File: config.mk
export PLATFORM = sky130hd
export DESIGN_NAME = vector_prefix_adder
export DESIGN_NICKNAME = d
export VERILOG_FILES = /design/src/rtl/vector_alu_pkg.sv /design/src/rtl/prefix_gp_cell.sv /design/src/rtl/vector_prefix_adder.sv
export SDC_FILE = /design/constraint.sdc
export NUM_CORES = 1
export LEC_CHECK = 0
export CAP_MARGIN = 5
export CORE_ASPECT_RATIO = 0.5
export CORE_MARGIN = 2
export CORE_UTILIZATION = 35
export DETAILED_ROUTE_END_ITERATION = 10
export SLEW_MARGIN = 20
export SYNTH_ARGS = -nofsm -noshare
export SYNTH_HDL_FRONTEND = slang
export SYNTH_HIERARCHICAL = 1
export SYNTH_SLANG_ARGS = --single-unit
File: constraint.sdc
create_clock -name clk -period 4.6 [get_ports clk]
set_input_delay 0.46 -clock clk [delete_from_list [all_inputs] [get_ports clk]]
set_output_delay 0.46 -clock clk [all_outputs]
set_load 0.1 [all_outputs]
File: src/rtl/vector_alu_pkg.sv
// Shared types, encodings and helpers for the vector integer lane ALU blocks.
package vector_alu_pkg;

   localparam int unsigned TAG_W     = 8;
   localparam int unsigned SEW_W     = 2;
   // Upper bound on datapath width supported by the mask helper.
   localparam int unsigned MAX_WIDTH = 512;

   typedef enum logic [SEW_W-1:0] {
      SEW_8  = 2'b00,
      SEW_16 = 2'b01,
      SEW_32 = 2'b10,
      SEW_64 = 2'b11
   } sew_e;

   // Side-band control that travels with every pipeline stage.
   typedef struct packed {
      sew_e             sew;
      logic             sub;
      logic [TAG_W-1:0] tag;
   } ctl_t;

   // Element width in bits, clamped to the datapath width.
   function automatic int unsigned elem_bits(sew_e sew, int unsigned width);
      int unsigned eb;
      eb = 32'd8 << sew;
      if (eb > width) begin
         eb = width;
      end
      return eb;
   endfunction

   // One bit set at the LSB position of every element in a width-bit slice.
   function automatic logic [MAX_WIDTH-1:0] boundary_mask(sew_e sew, int unsigned width);
      logic [MAX_WIDTH-1:0] m;
      int unsigned          eb;
      m  = '0;
      eb = elem_bits(sew, width);
      for (int unsigned i = 0; i < MAX_WIDTH; i++) begin
         if ((i < width) && ((i & (eb - 32'd1)) == 32'd0)) begin
            m[i] = 1'b1;
         end
      end
      return m;
   endfunction

endpackage

File: src/rtl/prefix_gp_cell.sv
// Kogge-Stone black cell: merges a (g,p) pair with the pair 2^k bits below it.
module prefix_gp_cell (
   input  logic g_hi_i,
   input  logic p_hi_i,
   input  logic g_lo_i,
   input  logic p_lo_i,
   output logic g_o,
   output logic p_o
);

   assign g_o = g_hi_i | (p_hi_i & g_lo_i);
   assign p_o = p_hi_i & p_lo_i;

endmodule

File: src/rtl/vector_prefix_adder.sv
// Pipelined Kogge-Stone adder/subtractor with per-element carry kill and
// a single global advance for back-pressure.
module vector_prefix_adder
   import vector_alu_pkg::*;
#(
   parameter int unsigned WIDTH       = 64,
   parameter int unsigned PIPE_STAGES = 2,
   parameter int unsigned LOG2W       = $clog2(WIDTH)
) (
   input  logic                 clk,
   input  logic                 rst,
   input  logic                 in_valid,
   output logic                 in_ready,
   input  logic [WIDTH-1:0]     in_a,
   input  logic [WIDTH-1:0]     in_b,
   input  logic [1:0]           in_sew,
   input  logic                 in_sub,
   input  logic [TAG_W-1:0]     in_tag,
   output logic                 out_valid,
   input  logic                 out_ready,
   output logic [WIDTH-1:0]     out_sum,
   output logic [WIDTH/8-1:0]   out_cout,
   output logic [TAG_W-1:0]     out_tag
);

   localparam int unsigned NBND  = LOG2W + 1;
   localparam int unsigned NBYTE = WIDTH / 8;

   // Boundary b sits after prefix level b-1; true when a pipeline register lives there.
   function automatic logic reg_at(int unsigned bnd);
      logic hit;
      hit = 1'b0;
      for (int unsigned r = 1; r < PIPE_STAGES; r++) begin
         if ((r * LOG2W + PIPE_STAGES - 1) / PIPE_STAGES == bnd) begin
            hit = 1'b1;
         end
      end
      return hit;
   endfunction

   // Per-boundary state: _d enters the boundary, _q leaves it (registered or wired).
   logic [WIDTH-1:0] bnd_g_d   [NBND];
   logic [WIDTH-1:0] bnd_g_q   [NBND];
   logic [WIDTH-1:0] bnd_p_d   [NBND];
   logic [WIDTH-1:0] bnd_p_q   [NBND];
   logic [WIDTH-1:0] bnd_p0_d  [NBND];
   logic [WIDTH-1:0] bnd_p0_q  [NBND];
   ctl_t             bnd_ctl_d [NBND];
   ctl_t             bnd_ctl_q [NBND];
   logic             bnd_vld_d [NBND];
   logic             bnd_vld_q [NBND];

   logic                 advance_c;
   logic                 out_valid_q;
   logic [WIDTH-1:0]     out_sum_q;
   logic [NBYTE-1:0]     out_cout_q;
   logic [TAG_W-1:0]     out_tag_q;

   logic [WIDTH-1:0]     in_binv_c;
   logic [WIDTH-1:0]     in_mask_c;
   logic [WIDTH-1:0]     in_p_c;

   logic [WIDTH-1:0]     fin_mask_c;
   logic [WIDTH-1:0]     fin_cin_c;
   logic [WIDTH-1:0]     fin_sum_c;
   logic [NBYTE-1:0]     fin_cout_c;
   logic                 unused_fin_p;

   // Whole pipe moves together unless the output is held by the consumer.
   assign advance_c = !out_valid_q | out_ready;
   assign in_ready  = advance_c;

   // Bit-level pg with the element carry-in folded into each element's LSB.
   assign in_binv_c    = in_b ^ {WIDTH{in_sub}};
   assign in_mask_c    = WIDTH'(boundary_mask(sew_e'(in_sew), WIDTH));
   assign in_p_c       = in_a ^ in_binv_c;
   assign bnd_g_d[0]   = (in_a & in_binv_c) | (in_p_c & in_mask_c & {WIDTH{in_sub}});
   assign bnd_p_d[0]   = in_p_c & ~in_mask_c;
   assign bnd_p0_d[0]  = in_p_c;
   assign bnd_ctl_d[0] = '{sew: sew_e'(in_sew), sub: in_sub, tag: in_tag};
   assign bnd_vld_d[0] = in_valid;

   for (genvar l = 0; l < NBND; l++) begin : g_bnd
      if (reg_at(l)) begin : g_reg
         logic [WIDTH-1:0] g_q;
         logic [WIDTH-1:0] p_q;
         logic [WIDTH-1:0] p0_q;
         ctl_t             ctl_q;
         logic             vld_q;

         // Stage valid bit; cleared on reset so in-flight work is dropped.
         always_ff @(posedge clk) begin
            if (rst) begin
               vld_q <= 1'b0;
            end else if (advance_c) begin
               vld_q <= bnd_vld_d[l];
            end
         end

         // Stage payload; meaning is qualified by vld_q so no reset is needed.
         always_ff @(posedge clk) begin
            if (advance_c) begin
               g_q   <= bnd_g_d[l];
               p_q   <= bnd_p_d[l];
               p0_q  <= bnd_p0_d[l];
               ctl_q <= bnd_ctl_d[l];
            end
         end

         assign bnd_g_q[l]   = g_q;
         assign bnd_p_q[l]   = p_q;
         assign bnd_p0_q[l]  = p0_q;
         assign bnd_ctl_q[l] = ctl_q;
         assign bnd_vld_q[l] = vld_q;
      end else begin : g_wire
         assign bnd_g_q[l]   = bnd_g_d[l];
         assign bnd_p_q[l]   = bnd_p_d[l];
         assign bnd_p0_q[l]  = bnd_p0_d[l];
         assign bnd_ctl_q[l] = bnd_ctl_d[l];
         assign bnd_vld_q[l] = bnd_vld_d[l];
      end
   end

   for (genvar k = 0; k < LOG2W; k++) begin : g_lvl
      localparam int unsigned DIST = 32'd1 << k;
      logic [WIDTH-1:0] g_nx;
      logic [WIDTH-1:0] p_nx;

      for (genvar i = 0; i < WIDTH; i++) begin : g_bit
         if (i >= DIST) begin : g_cell
            prefix_gp_cell u_cell (
               .g_hi_i (bnd_g_q[k][i]),
               .p_hi_i (bnd_p_q[k][i]),
               .g_lo_i (bnd_g_q[k][i-DIST]),
               .p_lo_i (bnd_p_q[k][i-DIST]),
               .g_o    (g_nx[i]),
               .p_o    (p_nx[i])
            );
         end else begin : g_pass
            assign g_nx[i] = bnd_g_q[k][i];
            assign p_nx[i] = bnd_p_q[k][i];
         end
      end

      assign bnd_g_d[k+1]   = g_nx;
      assign bnd_p_d[k+1]   = p_nx;
      assign bnd_p0_d[k+1]  = bnd_p0_q[k];
      assign bnd_ctl_d[k+1] = bnd_ctl_q[k];
      assign bnd_vld_d[k+1] = bnd_vld_q[k];
   end

   // Group propagate after the last level is not needed for sum or carry-out.
   assign unused_fin_p = ^bnd_p_q[LOG2W];

   // Sum: carry into an element LSB is the carry-in, otherwise the prefix G below.
   always_comb begin
      fin_mask_c = WIDTH'(boundary_mask(bnd_ctl_q[LOG2W].sew, WIDTH));
      fin_cin_c  = (fin_mask_c & {WIDTH{bnd_ctl_q[LOG2W].sub}}) |
                   (~fin_mask_c & {bnd_g_q[LOG2W][WIDTH-2:0], 1'b0});
      fin_sum_c  = bnd_p0_q[LOG2W] ^ fin_cin_c;
   end

   // Carry-out only on the byte lane holding an element MSB.
   for (genvar j = 0; j < NBYTE; j++) begin : g_cout
      if (j == NBYTE - 1) begin : g_top
         assign fin_cout_c[j] = bnd_g_q[LOG2W][8*j+7];
      end else begin : g_mid
         assign fin_cout_c[j] = bnd_g_q[LOG2W][8*j+7] & fin_mask_c[8*j+8];
      end
   end

   // Output register; holds its contents while the consumer stalls.
   always_ff @(posedge clk) begin
      if (rst) begin
         out_valid_q <= 1'b0;
         out_sum_q   <= '0;
         out_cout_q  <= '0;
         out_tag_q   <= '0;
      end else if (advance_c) begin
         out_valid_q <= bnd_vld_q[LOG2W];
         if (bnd_vld_q[LOG2W]) begin
            out_sum_q  <= fin_sum_c;
            out_cout_q <= fin_cout_c;
            out_tag_q  <= bnd_ctl_q[LOG2W].tag;
         end
      end
   end

   assign out_valid = out_valid_q;
   assign out_sum   = out_sum_q;
   assign out_cout  = out_cout_q;
   assign out_tag   = out_tag_q;

endmodule

# [Word-level counts from Yosys, hierarchy flattened]
# Cells that the tools add are included.
[classes] n_lt_le_gt_ge=2 reduce_logical=128 n_bitwise=928 n_mux=128 shifts=2 n_addsub=2
[op_table] op="zero test 32 bit" n=126
[op_table] op="AND 1 bit" n=593
[op_table] op="AND 64 bit" n=6
[op_table] op="OR 1 bit" n=322
[op_table] op="bitwise XOR 64 bit" n=3
[op_table] op="inverter 64 bit" n=2
[op_table] op="OR 64 bit" n=2
[op_table] op="2-to-1 mux 1 bit" n=126
[op_table] op="greater-than comparator 32 x 7 -> 1 bit, second input constant" n=2
[op_table] op="<< shifter 4 x 2 -> 32 bit, first input constant" n=2
[op_table] op="2-to-1 mux 6 bit" n=2
[op_table] op="subtractor 6 x 1 -> 6 bit, second input constant" n=2
[op_table] op="AND reduction 2 bit" n=1
[op_table] op="zero test 1 bit" n=1
[word_totals] regBits=285

# [Longest topological paths before layout]
# Gate-level depths: netlist of run 1.
[logic_depth] word_depth=15 ltp_mapped=9 ltp_nobuf=6

# [Hierarchy]
# Netlist of run 1, hierarchy kept.
[modules_own_cells] module="vector_prefix_adder" area_each_um2=11363.4 seq_area_each_um2=7707.4 cells_each=755 instances=1
[modules_own_cells] module="prefix_gp_cell" area_each_um2=15.0 seq_area_each_um2=0.0 cells_each=2 instances=321

# [Least setup slack after synthesis of run 1]
# No wires, ideal clock.
[synth_timing] path_type="register -> register" from="register out_valid_q, in the netlist out_valid" to="register g_bnd[3].g_reg.ctl_q (netlist bit bnd_ctl_d[0]) (enable)" path_slack_ps=222 n_path_buf=2 path_stages_with_launch=5 period_less_slack_ps=4378 arrival_ps=3885 cell_sequence="dfxtp_1 nor2b_4 inv_2 buf_6 buf_2"
[synth_between] elab_chain_len=2
[synth_rtl] element="start, declared" line="vector_prefix_adder.sv:54" text="logic out_valid_q;"
[synth_rtl] element="start signal, assigned" line="vector_prefix_adder.sv:180" text="out_valid_q <= bnd_vld_q[LOG2W];"
[synth_rtl] element="zero test 1 bit" line="vector_prefix_adder.sv:70" text="assign advance_c = !out_valid_q | out_ready;"
[synth_rtl] element="OR 1 bit" line="vector_prefix_adder.sv:70"
[synth_rtl] element="via in_ready" line="vector_prefix_adder.sv:13" text="output logic in_ready,"
[synth_rtl] element="end signal, assigned" line="vector_prefix_adder.sv:106" text="ctl_q <= bnd_ctl_d[l];"
[synth_rtl] element="end, declared" line="vector_prefix_adder.sv:88" text="ctl_t ctl_q;"
# The timed path passes the listed nets, and every way through them passes these cells.
# A chain may end at the register's enable or synchronous reset.

# [Final worst setup path of run 1]
[layout_timing] from="register out_valid_q, in the netlist out_valid" to="output port in_ready"
[layout_between] elab_chain_len=2
[layout_rtl] element="zero test 1 bit" line="vector_prefix_adder.sv:70"
[layout_rtl] element="OR 1 bit" line="vector_prefix_adder.sv:70"
[layout_rtl] element="end, declared" line="vector_prefix_adder.sv:13"
# No other way between the ends.

==> results.txt, run 1 <==
Once the clock tree was built, the setup fixing pass inserted 0 buffers. The mapped cell area came out at 15500 µm². Counting along the longest clock path gives a buffer depth of 3. The portion of the clock cycle consumed by the worst path in the final layout is 0.611. The worst slew margin relative to its limit is 0.295. The required time of the critical path is 4.14 ns.

The detailed-route DRC error count came out at 0. The number of nets handed over by synthesis was 1532. The die footprint came out at 46100 µm². The critical path is of the reg -> out type. The gate count of the mapped netlist is 1326. The power density relative to cell area is 409 nW/µm². The iteration-0 DRC count of the detailed router came out at 911. The area growth from synthesis to layout is 24.1%.

The number of nets in the finished design came out at 1747. The area after detailed placement came out at 18300 µm². The number of top-level pins is 225. Once the clock tree was built, the resizer swapped 0 gates to a different size. For this run, global-route usage on met1 was measured as 0.295.

After routing the design area is 19200 µm². The most critical setup path has its startpoint at out_valid. A synthesized cell averages 11.7 µm². The cell sitting at the root of the clock tree is a clkbuf_16.

The port buffer count came out at 224. The detailed-route wire length is 49400 µm. The worst path in the final design needs a cycle of 2.81 ns, including I/O delays and setup.

The transition time at the pin with the least slew margin came out at 1.05 ns. The met3 routing resource usage after global routing is 0.0596. The tightest min-delay check is of the in -> reg type. The final-report hold violation count is 0. Setup repair after global routing left no endpoint under its margin.

The CTS buffer count is 29. The routability-driven placement congestion ratio came out at 0.953. The fraction of layout cells with a size suffix above 1 came out at 0.214. The number of clock sinks is 277. The run finished with clean final reports. The met2 capacity usage during global routing came out at 0.325. Across the routed clock network, the largest skew measured is 0.0202 ns. Hold repair after CTS inserted 0 buffers. In this run the worst path has a maximum fanout of 120. Dividing the detail-routed via count by the number of cells gives 5.19. The floorplan die height is 153 µm.

The first-pass GRT wire length is 72800 µm. The fmax came out at 356 MHz. The count of yosys warnings during synthesis came out at 6. The post-route antenna net violation count came out at 0. In the global route stage, overall resource usage came out at 0.211. The initial utilization of the core area, before any placement, comes to 0.355. The wire-length estimate of the detail-placed layout is 39700 µm.

The worst supply voltage drop on vdd came out at 0.270 mV. The startpoint of the worst-slack reg-to-reg timing path is out_valid. The total of endpoints with negative setup slack in the final report came out at 0. In this run the horizontal extent of the chip is 302 µm. Dividing the detail-routed wire length by the instance count gives 22.9 µm.

The number of antenna violations at the first check in global routing came out at 0. The setup TNS came out at 0 ns. The startpoint identified for the worst hold timing path is rst.

The reported leakage power is 8.89 nW. The core outline area came out at 43600 µm². The final-layout worst hold slack came out at 0.395 ns. The number of global-route vias before repair came out at 11400.

After floorplanning, the core was divided into 54 placement rows. The number of H-tree levels is 1. The count of final max-slew check failures came out at 0.

The number of detailed-route iterations in the first pass is 5. After clock tree synthesis, the clock-pin slew on the worst setup and hold paths is 0.07 ns. The largest net degree at the start of global routing came out at 121. TritonCTS built the clock tree. STA classifies the critical path startpoint as a register. The insertion delay of the later-clocked pin in the worst-skew pair came out at 0.57 ns. For this run the aggregate overflow at the end of global routing stands at 0. The total number of vias came out at 11200. At the worst endpoint, the arrival time is 2.35 ns. STA classifies the critical path endpoint as a primary output.

met2 is the most crowded layer. The number of max-capacitance violations reported came out at 0.
[per-layer routing]
| metal | wire [µm] | share of wire |
|---|---|---|
| met1 | 23000 | 0.47 |
| met2 | 21900 | 0.44 |
| met3 | 3490 | 0.071 |
| met4 | 979 | 0.020 |
| met5 | 0 | 0 |
[path summary, 6_finish.rpt]
kind / cells after the start / slack (ns) / to
max reg2reg: 5 / 2.38 / out_sum[5]
max: 3 / 1.79 / in_ready
min reg2reg: 2 / 0.48 / out_cout[4]
min: 2 / 0.40 / out_tag[7]
[layout make-up]
class | instances | area (µm²)
Fill cell | 4169 | 24400
Multi-Input combinational cell | 999 | 7720
Sequential cell | 277 | 7500
Timing Repair Buffer | 232 | 2300
Clock buffer | 39 | 846
Tap cell | 588 | 736
Clock inverter | 14 | 109
Inverter | 2 | 15.0
Antenna cell | 1 | 2.50
[worst max-delay path, stage by stage (launching register included)]
cell     delay, ns
dfxtp_1       0.34
nor2b_4       0.56
inv_8         0.39
buf_4         0.40
[state kept, by name (all words and copies together) (netlist names)]
name	cells
g_bnd.g_reg.g_q	64
g_bnd.g_reg.p0_q	64
out_sum	64
g_bnd.g_reg.p_q	56
bnd_ctl_d	11
out_cout	8
out_tag	8
g_bnd.g_reg.vld_q	1
out_valid	1
[through the flow]
step,instances,worst slack [ns],utilization,power [mW]
floorplan,1326,0.305,-,4.70
global placement,2098,1.77,0.419,5.49
detailed placement,2098,1.73,0.419,5.50
CTS,2151,1.81,0.441,7.90
global route,2151,1.64,0.441,8.15
finish,2152,1.79,0.441,7.86
[power by group]
part,switching [mW],total (mW),internal [mW]
clock,1.05,2.40,1.35
sequential,0.232,3.25,3.02
combinational,1.34,2.20,0.863
total,2.63,7.86,5.23
[cell usage in the layout (no fill, tap or decap), types with 21 or more instances in the layout]
| cell | n |
|---|---|
| edfxtp_1 | 195 |
| a21oi_1 | 75 |
| clkdlybuf4s50_1 | 221 |
| o21ai_0 | 21 |
| and2_2 | 258 |
| xor2_1 | 65 |
| xnor2_1 | 59 |
| a211oi_1 | 49 |
| ha_1 | 63 |
| clkbuf_16 | 30 |
| dfxtp_1 | 81 |
| a21o_1 | 327 |
No activity file was read; power rests on OpenSTA's default activity.
==> inputs of run 2 (changes only) <==
clock period = 2.7 ns   (was 4.6 ns; I/O delays follow)
==> run 2 against run 1 <==
Worst setup slack got worse by 1.2 ns; wire length rose by 4.0%; sequential power grew 71%; critical path depth up 1; first-iteration DRC count up 4.1%; die area did not move; non-clock buffer count grew 11; register-to-register slack got worse by 1.5 ns; sequential share of layout area is essentially flat; cell count up 0.56%; count of clock-buffer cells in the layout grew 3; combinational power rose by 73%; largest cell class unchanged.
==> results.txt, run 2 (synthesis gave the netlist of run 1 again) <==
The area after detailed placement was 18300 µm² (about the same). The core outline area came out at 43600 µm² (unchanged). The critical path arrival came out at 1.80 ns (was 2.35 ns).

The detailed-route vias per instance came out at 5.21 (was 5.19). Of the available clock period, the critical path in the final layout requires 0.768. The placed wire-length estimate after detailed placement is 42100 µm (was 39700 µm). The number of detailed-route iterations in the first pass is 5 (unchanged). The clock tree from TritonCTS was built (unchanged). The number of core rows came out at 54 (unchanged). The largest net degree at the start of global routing came out at 55 (was 121).

The kind of capture point of the worst setup path is a primary output (unchanged). The total number of vias was 11300 (was 11200). The largest clock skew in the final design came out at 0.0144 ns (was 0.0202 ns). The worst supply voltage drop on vdd is 0.469 mV (was 0.270 mV). The first-pass GRT wire length came out at 74200 µm (was 72800 µm). The root buffer selected by CTS is clkbuf_16 (unchanged). The setup TNS is 0 ns (unchanged).

The required time of the critical path was 2.43 ns (was 4.14 ns). The initial core utilization came to 0.355 (unchanged). The area growth from synthesis to layout came to 24.1% (about the same).

The floorplan die height came out at 153 µm (unchanged). The total setup buffers inserted after CTS came out at 0 (unchanged). The number of clock sinks came out at 277 (unchanged).

Derived from the worst setup path, the maximum achievable clock frequency is 482 MHz. Status: finished, final reports clean (unchanged). The routed design could run at a clock period as short as 2.07 ns. The number of antenna violations at the first check in global routing came out at 1 (was 0). The port buffer count is 224 (unchanged). The transition time at the pin with the least slew margin is 0.750 ns (was 1.05 ns). RSZ-0062 raised after global routing: no (unchanged). Commonest cells after routing, fill and taps aside: 327 x a21o_1, 258 x and2_2, 195 x edfxtp_1 (was 327 x a21o_1, 258 x and2_2, 221 x clkdlybuf4s50_1). The number of global-route vias before repair is 11400 (about the same).

The die footprint came out at 46100 µm² (unchanged). The detailed-route wire length is 51300 µm (was 49400 µm). The net switching fraction of the power is 0.334 (about the same). The clock share of power came to 0.308 (was 0.306). The CTS buffer count is 29 (unchanged). The detailed-route DRC error count is 0 (unchanged). The worst slew margin relative to its limit came out at 0.499 (was 0.295). The most frequent standard cell in the layout excluding fill and tap cells is a21o_1 (unchanged). The power after layout is 13.5 mW (was 7.86 mW).

The number of H-tree levels is 1 (unchanged). The post-CTS clock slew at the launch and capture registers of the worst setup and hold paths came to 0.06 ns (was 0.07 ns). The total of endpoints with negative setup slack in the final report came out at 0 (unchanged). The reported leakage power came out at 9.13 nW (was 8.89 nW). The final-report hold violation count came out at 0 (unchanged). The maximum clock insertion buffer count is 3 (unchanged). The number of top-level pins came out at 225 (unchanged). The number of max-capacitance violations reported is 0 (unchanged).

The number of nets in the finished design came to 1758 (was 1747). The finished layout cell area came out at 19200 µm² (about the same). The remaining global-route overflow came out at 0 (unchanged). The sequential cell fraction of total power was 0.411 (was 0.414). The switching power is 4.51 mW (was 2.63 mW). The post-route antenna net violation count came to 0 (unchanged). The maximum fanout along the worst path is 43 (was 120).

The hold-fix buffer count after cts is 0 (unchanged). The class of the tightest hold or removal check is in -> reg (unchanged). The global router's overall resource usage is 0.218 (was 0.211).

The critical path launch point type is a register (unchanged). The power density relative to cell area came to 703 nW/µm² (was 409 nW/µm²). The post-CTS resize count came out at 0 (unchanged). The iteration-0 DRC count of the detailed router was 948 (was 911). The combinational group share of total power is 0.281 (about the same).

The routability-driven placement congestion ratio came out at 0.963 (was 0.953). The insertion delay of the later-clocked pin in the worst-skew pair came out at 0.57 ns (about the same). The count of final max-slew check failures is 0 (unchanged). The mean routed wirelength per cell is 23.7 µm (was 22.9 µm). The fraction of layout cells with a size suffix above 1 is 0.269 (was 0.214). The internal power contribution came out at 9.00 mW (was 5.23 mW). The category of the most critical setup path was reg -> out (unchanged). The die width is 302 µm (unchanged).
run 2: power groups by stage:
| stage | registers [mW] | clock network (mW) | logic (mW) |
|---|---|---|---|
| 6_report | 5.55 | 4.16 | 3.80 |
| 5_1_grt | 5.59 | 4.38 | 4.04 |
| 4_1_cts | 5.54 | 4.21 | 3.82 |
| 3_5_place_dp | 5.62 | 0 | 3.81 |
| 3_3_place_gp | 5.62 | 0 | 3.80 |
| 2_1_floorplan | 6.15 | 0 | 1.85 |
run 2: worst max-delay path, stage by stage (launching register included):
cell,delay [ns]
dfxtp_1,0.31
nor2b_4,0.14
inv_8,0.27
buf_12,0.26
buf_12,0.20
run 2: per-layer routing:
| metal | global-route usage | wire length (µm) |
|---|---|---|
| met1 | 0.315 | 24100 |
| met2 | 0.330 | 22400 |
| met3 | 0.0576 | 3960 |
| met4 | 0.0384 | 854 |
| met5 | 0 | 0 |
run 2: area by class of cell:
| type | instances | area [µm²] |
|---|---|---|
| diodes | 2 | 5.00 |
| clock buffers | 42 | 855 |
| clock inverters | 11 | 113 |
| fillers | 4130 | 24400 |
| inverters | 2 | 15.0 |
| multi-input cells | 999 | 7720 |
| flip-flops and latches | 277 | 7500 |
| well taps | 588 | 736 |
| repair buffers | 243 | 2280 |
run 2: final timing paths:
| path | startpoint | endpoint | slack (ns) | cells past startpoint |
|---|---|---|---|---|
| worst max-delay path | out_valid | in_ready | 0.63 | 4 |
| worst min-delay path | in_sub | bnd_ctl_d[8] | 0.15 | 1 |
| worst max register to register | g_bnd[3].g_reg.g_q[4] | out_sum[61] | 0.86 | 5 |
| worst min register to register | out_cout[1] | out_cout[1] | 0.48 | 2 |
run 2: through the flow:
step                      setup WS [ns]  hold WS, ns   util  std cells
final                             0.626        0.153  0.441       2164
after global routing              0.557        0.148  0.440       2163
after CTS                         0.601        0.131  0.440       2162
after detailed placement          0.165        0.473  0.418       2109
after global placement            0.196        0.466  0.418       2109
after floorplan                  0.0413        0.369      -       1326
==> inputs of run 3 (changes only) <==
clock period = 1.89 ns   (was 2.7 ns; I/O delays follow)
==> run 3 against run 2 <==
Non-clock buffer count is 81 higher; core utilization up 1.7 points; final area is 3.8% higher; sequential share of layout area shrank 1.4 points; combinational power is 55% higher; count of clock-buffer cells in the layout fell by 6; clock skew is 0.0037 ns lower; sequential power increased by 42%; sequential cell count is the same; wire length rose by 4.1%; global-route usage increased by 0.98 points; clock power rose by 45%; critical path type is now reg -> reg; critical endpoint is now out_sum[56]; highest routed layer is now met5.
==> results.txt, run 3 (synthesis gave the netlist of run 1 again) <==
The flop-to-flop setup slack came out at 0.07 ns (was 0.86 ns). The routability-driven placement congestion ratio was 1.04 (was 0.963). The combinational group share of total power is 0.297 (was 0.281). The placed wire-length estimate after detailed placement is 43900 µm (was 42100 µm). The kind of capture point of the worst setup path is a register (was primary output). The required time of the critical path is 2.31 ns (was 2.43 ns).

The number of nets in the finished design came out at 1840 (was 1758). The largest net degree at the start of global routing came out at 47 (was 55). The hold-fix buffer count after cts is 0 (unchanged). The number of core rows was 54 (unchanged). The power density relative to cell area is 993 nW/µm² (was 703 nW/µm²). The root buffer selected by CTS is clkbuf_16 (unchanged). The class of the tightest hold or removal check was in -> reg (unchanged).

The critical path launch point type was a register (unchanged). Status: finished, final reports clean (unchanged). The number of detailed-route iterations in the first pass is 5 (unchanged). The iteration-0 DRC count of the detailed router came out at 856 (was 948). The maximum clock insertion buffer count is 3 (unchanged). The area after detailed placement came to 18900 µm² (was 18300 µm²).

The portion of the clock cycle consumed by the worst path in the final layout is 0.962. The net switching fraction of the power is 0.338 (was 0.334). The worst min-delay path startpoint is in_sub (unchanged).

The number of top-level pins is 225 (unchanged). The power after layout came out at 19.8 mW (was 13.5 mW). The largest clock skew in the final design is 0.0106 ns (was 0.0144 ns).

The clock share of power came to 0.305 (was 0.308). The final-report hold violation count came to 0 (unchanged). RSZ-0062 raised after global routing: no (unchanged). The initial core utilization is 0.355 (unchanged).

The detailed-route wire length came to 53500 µm (was 51300 µm). The critical path arrival is 2.24 ns (was 1.80 ns). The number of H-tree levels is 1 (unchanged). Commonest cells after routing, fill and taps aside: 327 x a21o_1, 234 x and2_2, 195 x edfxtp_1 (was 327 x a21o_1, 258 x and2_2, 195 x edfxtp_1). The worst flop-to-flop path endpoint is out_sum[56] (was out_sum[61]). Timing would allow up to 550 MHz. The worst slew margin relative to its limit came to 0.616 (was 0.499). The startpoint of the worst-slack reg-to-reg timing path is g_bnd[3].g_reg.p_q[39] (was g_bnd[3].g_reg.g_q[4]). The total of endpoints with negative setup slack in the final report is 0 (unchanged). The first-pass GRT wire length came out at 77400 µm (was 74200 µm). The mean routed wirelength per cell is 23.8 µm (was 23.7 µm). The setup TNS came out at 0 ns (unchanged). The number of clock sinks came to 277 (unchanged). The internal power contribution is 13.1 mW (was 9.00 mW). The global router's overall resource usage was 0.228 (was 0.218). The detailed-route vias per instance is 5.17 (was 5.21). The total number of vias is 11600 (was 11300). The most frequent standard cell in the layout excluding fill and tap cells is a21o_1 (unchanged). The remaining global-route overflow was 0 (unchanged). The worst slack at placement is -0.439 ns (was 0.165 ns). The CTS buffer count is 29 (unchanged). The category of the most critical setup path was reg -> reg (was reg -> out). The area growth from synthesis to layout came to 28.8% (was 24.1%). The worst-case hold path end point is g_bnd[3].g_reg.p0_q[0] (was bnd_ctl_d[8]).

The worst supply voltage drop on vdd came out at 0.529 mV (was 0.469 mV). The number of antenna violations at the first check in global routing is 1 (unchanged). The final critical-path setup slack came out at 0.0711 ns (was 0.626 ns). The insertion delay of the later-clocked pin in the worst-skew pair is 0.57 ns (about the same). The reported leakage power came out at 9.58 nW (was 9.13 nW). The number of max-capacitance violations reported came out at 0 (unchanged). The shortest clock period the worst path allows after layout came out at 1.82 ns.

The clock tree from TritonCTS is built (unchanged). The number of cells traversed by the worst register-to-register path is 6 (was 5). The core outline area came out at 43600 µm² (unchanged). The post-route antenna net violation count is 0 (unchanged). The detailed-route DRC error count is 0 (unchanged). The number of global-route vias before repair is 11700 (was 11400). The post-CTS clock slew at the launch and capture registers of the worst setup and hold paths is 0.07 ns (was 0.06 ns). The finished layout cell area was 20000 µm² (was 19200 µm²). The switching power came out at 6.71 mW (was 4.51 mW). The count of final max-slew check failures was 0 (unchanged). The port buffer count came out at 224 (unchanged). The transition time at the pin with the least slew margin came out at 0.575 ns (was 0.750 ns). The fraction of layout cells with a size suffix above 1 came out at 0.312 (was 0.269). The floorplan die height is 153 µm (unchanged). The sequential cell fraction of total power is 0.398 (was 0.411). The die footprint is 46100 µm² (unchanged). The maximum fanout along the worst path is 3 (was 43). The die width was 302 µm (unchanged). The worst hold path cell count is 2 (was 1).
## run 3: changes by cell type in the layout (fill, tap and decap cells not counted), moves of 3 or more
cell      change
and2_2       -24
and2_4       +24
buf_12        +3
buf_4        +78
clkbuf_1      -4
clkbuf_8      -5
inv_4         +4
nor2b_1       -3
nor2b_4       +3
## run 3: timing repair
action                                  CTS  global route
setup buffers                             2             5
cloned                                    1             0
hold endpoints to repair                  0             0
pin swaps                                 0             0
endpoints found under the setup margin    1             3
resized for setup                         1             0
## run 3: power by group through the flow
stage | registers, mW | clock network, mW | logic (mW)
finish | 7.89 | 6.05 | 5.89
global route | 7.96 | 6.36 | 6.23
CTS | 7.88 | 6.14 | 5.89
detailed placement | 8.00 | 0 | 5.87
global placement | 8.01 | 0 | 5.84
floorplan | 8.78 | 0 | 2.70
## run 3: layout make-up
cell class,count,area [µm²]
Antenna cell,3,7.51
Clock buffer,36,828
Clock inverter,17,151
Fill cell,4169,23700
Inverter,2,20.0
Multi-Input combinational cell,999,7780
Sequential cell,277,7500
Tap cell,588,736
Timing Repair Buffer,324,2930
Timing Repair inverter,1,8.76
## run 3: metal layers
layer | track usage | share of wire | up-vias
li1 | - | - | 5506
met1 | 0.339 | 0.49 | 5764
met2 | 0.338 | 0.43 | 310
met3 | 0.0553 | 0.065 | 43
met4 | 0.0292 | 0.011 | 2
met5 | 0.0290 | 0.0035 | -
## run 3: how the worst max path moves through the flow
stage | startpoint | to | slack, ns | depth (start not counted)
final | g_bnd[3].g_reg.p_q[39] | out_sum[56] | 0.07 | 6
after global placement | in_b[48] | g_bnd[3].g_reg.p_q[55] | -0.46 | 7
after global routing | out_valid | out_sum[28] | 0.04 | 7
after CTS | out_valid | in_ready | 0.01 | 4
after floorplan | in_sub | g_bnd[3].g_reg.g_q[39] | -0.09 | 9
after detailed placement | in_b[48] | g_bnd[3].g_reg.p_q[55] | -0.44 | 7
## run 3: stage by stage
stage          hold slack (ns)  std cells  utilization
2_1_floorplan            0.288       1326            -
3_3_place_gp             0.464       2183        0.433
3_5_place_dp             0.469       2183        0.433
4_1_cts                 0.0437       2239        0.456
5_1_grt                 0.0560       2244        0.457
6_report                0.0710       2247        0.457
## run 3: critical path: stages, from the launching register on
cell and delay [ns]:
edfxtp_1 0.54, a21o_1 0.30, a21o_1 0.19, a21o_1 0.17, o21a_1 0.13, o2111ai_1 0.21, o311ai_1 0.13
